--- config.mk ---
export PLATFORM = sky130hd
export DESIGN_NAME = instr_fetch_unit
export DESIGN_NICKNAME = d
export VERILOG_FILES = /design/src/rtl/instr_fetch_unit.sv
export SDC_FILE = /design/constraint.sdc
export NUM_CORES = 1
export LEC_CHECK = 0
export ABC_CLOCK_PERIOD_IN_PS = 3100
export CELL_PAD_IN_SITES_DETAIL_PLACEMENT = 0
export CELL_PAD_IN_SITES_GLOBAL_PLACEMENT = 1
export CORE_MARGIN = 2
export CORE_UTILIZATION = 40
export DETAILED_ROUTE_END_ITERATION = 16
export DONT_BUFFER_PORTS = 1
export MAX_ROUTING_LAYER = met4
export PLACE_DENSITY = 0.62
export SLEW_MARGIN = 30
export SYNTH_ARGS = -nofsm -noshare
export SYNTH_HDL_FRONTEND = slang
export SYNTH_SLANG_ARGS = --single-unit
export TNS_END_PERCENT = 1
--- constraint.sdc ---
create_clock -name clk -period 3.1 [get_ports clk]
set_clock_uncertainty 0.1 [all_clocks]
set_input_delay 0.155 -clock clk [delete_from_list [all_inputs] [get_ports clk]]
set_output_delay 0.155 -clock clk [all_outputs]
set_load 0.005 [all_outputs]
--- src/rtl/instr_fetch_unit.sv ---
// Instruction fetch unit: owns the PC, reads the combinational instruction memory and
// buffers {pc, instr} pairs in a prefetch FIFO for decode. Optional macro: FETCH_MISALIGN_CHECK_EN.
module instr_fetch_unit #(
  parameter logic [31:0] RESET_PC   = 32'h0000_0000,
  parameter int unsigned FIFO_DEPTH = 4
) (
  input  logic        clk,
  input  logic        rst,
  input  logic        fetch_en,
  output logic [31:0] imem_addr,
  input  logic [31:0] imem_rd,
  input  logic        redirect_valid,
  input  logic [31:0] redirect_pc,
  output logic        out_valid,
  input  logic        out_ready,
  output logic [31:0] out_instr,
  output logic [31:0] out_pc
`ifdef FETCH_MISALIGN_CHECK_EN
  ,
  output logic        fetch_misaligned
`endif
);

  localparam int unsigned PW = (FIFO_DEPTH > 1) ? $clog2(FIFO_DEPTH) : 1;
  localparam int unsigned CW = PW + 1;
  localparam logic [CW-1:0] DEPTH_C = CW'(FIFO_DEPTH);
  localparam logic [31:0] RESET_PC_ALIGNED = {RESET_PC[31:2], 2'b00};

  logic [31:0]   pc;
  logic [PW-1:0] wptr;
  logic [PW-1:0] rptr;
  logic [CW-1:0] count;
  logic [31:0]   pc_q    [FIFO_DEPTH];
  logic [31:0]   instr_q [FIFO_DEPTH];
  logic          push;
  logic          pop;
  logic          blocked;

`ifdef FETCH_MISALIGN_CHECK_EN
  logic misaligned;

  // Sticky until reset or an aligned redirect; while set, fetch is stalled.
  always_ff @(posedge clk or posedge rst) begin
    if (rst) begin
      misaligned <= 1'b0;
    end else if (redirect_valid) begin
      misaligned <= |redirect_pc[1:0];
    end
  end

  assign blocked          = misaligned;
  assign fetch_misaligned = misaligned;
`else
  logic unused_redirect_lsb;

  assign unused_redirect_lsb = ^redirect_pc[1:0];
  assign blocked             = 1'b0;
`endif

  assign imem_addr = pc;

  // Push looks only at the registered count, so a full FIFO never pushes even while popping.
  assign push = fetch_en & ~redirect_valid & ~blocked & (count < DEPTH_C);
  assign pop  = out_valid & out_ready;

  always_ff @(posedge clk or posedge rst) begin
    if (rst) begin
      pc    <= RESET_PC_ALIGNED;
      wptr  <= '0;
      rptr  <= '0;
      count <= '0;
    end else if (redirect_valid) begin
      pc    <= {redirect_pc[31:2], 2'b00};
      wptr  <= '0;
      rptr  <= '0;
      count <= '0;
    end else begin
      if (push) begin
        pc   <= pc + 32'd4;
        wptr <= wptr + PW'(1);
      end
      if (pop) begin
        rptr <= rptr + PW'(1);
      end
      case ({push, pop})
        2'b10:   count <= count + CW'(1);
        2'b01:   count <= count - CW'(1);
        default: count <= count;
      endcase
    end
  end

  // Storage needs no reset: entries are only observed while count is non-zero.
  always_ff @(posedge clk) begin
    if (push) begin
      pc_q[wptr]    <= pc;
      instr_q[wptr] <= imem_rd;
    end
  end

  always_comb begin
    out_valid = (count != '0);
    out_instr = '0;
    out_pc    = '0;
    if (out_valid) begin
      out_instr = instr_q[rptr];
      out_pc    = pc_q[rptr];
    end
  end

endmodule

Word-level counts from Yosys, hierarchy flattened
Memory sizes are Yosys's and may differ from the RTL's.
Index checks and enable logic that the tools add are counted.

word-level totals
  register bits after elaboration = 39
  bits in latches = 0
  memory bits (writable) = 256
  memory bits (read-only) = 0
  input bits = 69
  output and inout bits = 97
  memories = 2

memories
  memory   words  bits a word  read ports  clocked after Yosys merged registers in  write ports  line  source
  instr_q  4      32           1           0                                        1            34    logic [31:0] instr_q [FIFO_DEPTH];
  pc_q     4      32           1           0                                        1            33    logic [31:0] pc_q [FIFO_DEPTH];

operators by class
  add/sub/neg operators = 5
  multipliers = 0
  divide/modulo/power cells = 0
  order comparisons = 1
  eq/ne operators = 2
  shift-type cells = 0
  mux-type cells = 12
  bitwise logic cells = 4
  reduce and logical (&&, ||, !) cells = 4

operator list
  kind                                                                    number
  32-bit 2-to-1 mux                                                       4
  32-bit by 3-bit adder with 32-bit output (second input constant)        1
  2-bit 2-to-1 mux                                                        4
  3-bit one-hot mux with 2 select lines                                   1
  3-bit nonzero test                                                      2
  2-bit by 1-bit adder with 2-bit output (second input constant)          2
  2-bit nonzero test                                                      2
  3-bit by 1-bit adder with 3-bit output (second input constant)          1
  1-bit bitwise AND                                                       3
  3-bit < comparator (second input constant)                              1
  3-bit 2-to-1 mux                                                        1
  3-bit by 1-bit subtractor with 3-bit output (second input constant)     1
  2-bit by 1-bit equality test with 1-bit output (second input constant)  1
  2-bit equality test (second input constant)                             1
  1-bit 2-to-1 mux                                                        2
  1-bit NOT                                                               1

Depth between registers and ports, before layout
  depth in word-level cells = 6
  gate-level depth with buffers = 9
  gate-level depth less buffers = 7

Worst setup path before layout
Ideal clock, no wire load.

  path kind = register to register
  from = register count[2]
  to = memory instr_q[0][0], enable pin
  data arrival time = 2.531 ns
  required time = 2.573 ns
  setup slack = 0.042 ns
  cell stages (with the launch flop) = 5
  clock period less this slack = 3.058 ns
  cell sequence = dfrtp_1 -> clkbuf_2 -> nor2b_1 -> buf_1 -> and3_1

between the ends
  word-level cells in the longest chain between the ends = 4

RTL lines
  element                                 line  source
  start, declared                         32    logic [CW-1:0] count;
  start signal, assigned                  86    2'b10: count <= count + CW'(1);
  start signal, assigned                  87    2'b01: count <= count - CW'(1);
  start signal, assigned                  88    default: count <= count;
  3-bit < comparator                      63    assign push = fetch_en & ~redirect_valid & ~blocked & (count < DEPTH_C);
  1-bit bitwise AND                       63
  1-bit 2-to-1 mux                        95    if (push) begin
  1-bit 2-to-1 mux (implied by the code)  97    instr_q[wptr] <= imem_rd;
  end, declared                           34

Every way passes these cells.

Final worst setup path
  from = register rptr[0]
  to = output port out_instr[1]

between the ends
  word-level cells in the longest chain between the ends = 2

RTL lines
  element                 line  source
  start, declared         31    logic [PW-1:0] rptr;
  start signal, assigned  83    rptr <= rptr + PW'(1);
  memory read 4 x 32 bit  n/a
  32-bit 2-to-1 mux       105   if (out_valid) begin
  end, declared           16    output logic [31:0] out_instr,

Every way passes these cells.

==> flow_summary_export.csv <==
group,metric,value,unit
synthesis,synthFlopType,"edfxtp_1",
synthesis,synthesis.area,11550,µm²
grt,grt_usage,17.31,%
synthesis,yosys.area.top_type,"edfxtp_1",
synthesis,async_reset_ff_share,12.98,%
place,dpl.hpwl,15680,µm
setup_path,cp_data_required_time,2.84,ns
cts,cts-buffers-inserted,31,
floorplan,fp-row-count,62,
setup_path,endpoint,"out_instr[1]",
timing,final_hold_viol_count,0,
synthesis,yosysTopAreaCellShare,64.48,%
drt,via_count,6202,
synthesis,synth-seq-cells,285,
synthesis,synth_edf_count,248,
drt,remaining_drc_errors,0,
cts,clock_latency,0.55,ns
floorplan,die_height,173.9,µm
grt,grt_max_degree,51,
cts,clk_pin_slew,0.07,ns
grt,grt_overflow,0,
setup_path,timing.rr.start,"count[1]",
cts,htreeDepth,1,
synthesis,ys.warnings.count,0,
drt,vias_per_cell,5.450,
setup_path,worstReg2RegEnd,"rptr[1]",
cts,clk_path_buf_depth,3,
synthesis,postSynthAreaPerCell,17.85,µm²
setup_path,rrSetupSlack,0.59,ns
floorplan,start_util,40.46,%
cts,tritoncts,"built",
drt,drtPass1Iterations,5,
place,placed_cell_area,12080,µm²
floorplan,fp.dieW,173.9,µm
drt,drt_iter0_markers,358,
timing,fmax,373.0,MHz
timing,period_share,86.48,%
grt,grt_pass1_wl,38790,µm
power_and_ir_drop,power.density,758.1,nW/µm²
place,portBuffers,0,
synthesis,synth_cell_types,43,
setup_path,cp-startpoint,"rptr[0]",
grt,grt_pass1_vias,6428,
cells_and_area,stdcell_area,13790,µm²
drt,postRouteAntennaNets,0,
cells_and_area,final_layout_size_suffix_gt1_share,18.04,%
synthesis,synth_area_leaders,"edfxtp_1, mux4_2, dfrtp_1",
grt,antenna_found_initial,0,
power_and_ir_drop,power.leakage,4.509,nW
timing,finalSetupViolCount,0,
cells_and_area,nFillCells,2429,
outcome,status,"finished, final reports clean",
place,dp_slack,0.6634,ns
synthesis,ys_seq_area_share,72.49,%
floorplan,io_pins,166,
cells_and_area,syn_to_final_growth,19.42,%
cells_and_area,fin_nets,805,
setup_path,r2r_cells,5,
run,drv_cap,0,
setup_path,startpoint_type,"flip-flop",
floorplan,core,28550,µm²
cts,clk_root_buffer_cell,"clkbuf_16",
timing,rsz0062_at_grt,"no",
setup_path,worst_ep_arrival_time,2.43,ns
place,gp_congestion,0.7801,
cells_and_area,n_antenna_cell,0,
cts,cts_resized,0,
timing,min_period,2.681,ns
cts,cts_sinks,285,
floorplan,die_area,30250,µm²
timing,drv_slew,0,
timing,worst_slack,0.4192,ns
min_path,holdCritPathClass,"input pin to asynchronous set/reset pin",
drt,wl_per_cell,22.38,µm
drt,wl,25470,µm
setup_path,critPathMaxFanout,23,
setup_path,critPathKind,"flip-flop to primary output",
power_and_ir_drop,peakVddDrop,0.4997,mV
timing,worst_hold_slack,0.1062,ns
timing,fin_tns_setup,0,ns
synthesis,synthCells,647,
setup_path,endpoint_kind,"primary output",
timing,tightest_slew,0.8290,ns
timing,slew_headroom,44.74,%
-- stage by stage --
stage	cells	power, mW	util, %
after floorplan	650	6.232	-
after global placement	1012	6.823	42.33
after detailed placement	1012	6.890	42.33
after CTS	1138	10.61	48.32
after global routing	1138	10.95	48.32
final	1138	10.46	48.32
-- cell type report --
type / instances / area [µm²] / share of cell area, %
sequential: 285 / 8381 / 60.76
multi-input combinational: 319 / 3010 / 21.83
timing repair buffer: 85 / 883.3 / 6.404
clock buffer: 32 / 779.5 / 5.651
tap: 384 / 480.5 / 3.483
clock inverter: 25 / 229.0 / 1.660
inverter: 8 / 30.03 / 0.2177
-- cell usage in the layout (no fill, tap or decap), drive strengths merged, types with 2 or more instances in the layout --
master / instances
a21oi: 3
buf: 17
and4: 2
clkbuf: 32
mux2i: 2
conb: 4
o31ai: 8
o211ai: 6
or4: 18
bufinv: 4
inv: 9
nand2: 31
a31oi: 9
dlygate4sd3: 68
dfrtp: 37
or3: 5
and3: 6
nor2: 18
mux4: 62
nand3: 19
xnor2: 9
nor4: 3
clkinv: 19
and2: 63
nor3: 3
edfxtp: 248
ha: 5
xor2: 7
nand4: 10
o21ai: 15
-- cell usage after synthesis, drive strengths merged (7+ instances only) --
master and n:
edfxtp 248, and2 63, mux4 62, dfrtp 37, nand2 31, clkbuf 25, nand3 19, nor2 18
or4 18, o21ai 15, buf 13, nand4 10, a31oi 9, xnor2 9, inv 8, o31ai 8
xor2 7
-- worst max-delay path, cell delays in order, from the launching register on --
cell	delay (ns)
dfrtp_4	0.75
buf_4	0.37
mux4_2	0.55
and2_1	0.19
-- power breakdown --
part	internal [mW]	switching (mW)	total (mW)
Sequential	4.47	0.303	4.78
Clock	2.15	1.46	3.61
Combinational	0.999	1.07	2.07
Total	7.62	2.84	10.5
-- cell families after synthesis --
group                    share of synthesized area, %
flip-flops                                      72.49
AND/OR/NAND/NOR                                 9.024
multiplexers                                    12.26
AO/OA/AOI/OAI                                   2.535
buffers and inverters                           1.722
XOR/XNOR                                        1.213
adder cells (fa/ha/maj)                        0.7150
other                                         0.03247
-- what timing repair did --
item	4_1_cts	5_1_grt
hold endpoints to repair	184	0
setup endpoints to repair	0	0
setup buffers	0	0
hold buffers	69	0
-- worst min path at each step --
stage | startpoint | slack [ns] | end
3_3_place_gp | rst | 0.13 | imem_addr[10]
4_1_cts | rst | 0.1 | imem_addr[10]
3_5_place_dp | redirect_valid | 0.13 | rptr[0]
6_report | rst | 0.11 | imem_addr[14]
2_1_floorplan | imem_rd[0] | 0.15 | instr_q[0][0]
5_1_grt | fetch_en | 0.13 | imem_addr[5]
-- sequential cells by signal (all words and copies together), names as in the netlist --
signal and count:
imem_addr 30, wptr 2, pc_q 120, count 3, instr_q 128, rptr 2
-- routing by layer --
layer | routed length, µm | up-vias | track usage, %
met3 | 1781 | 45 | 4.068
met1 | 10780 | 3231 | 22.06
met4 | 422 | 0 | 3.536
li1 | - | 2728 | -
met2 | 12490 | 198 | 28.59
met5 | 0 | - | -
No activity file was read; power rests on OpenSTA's default activity.
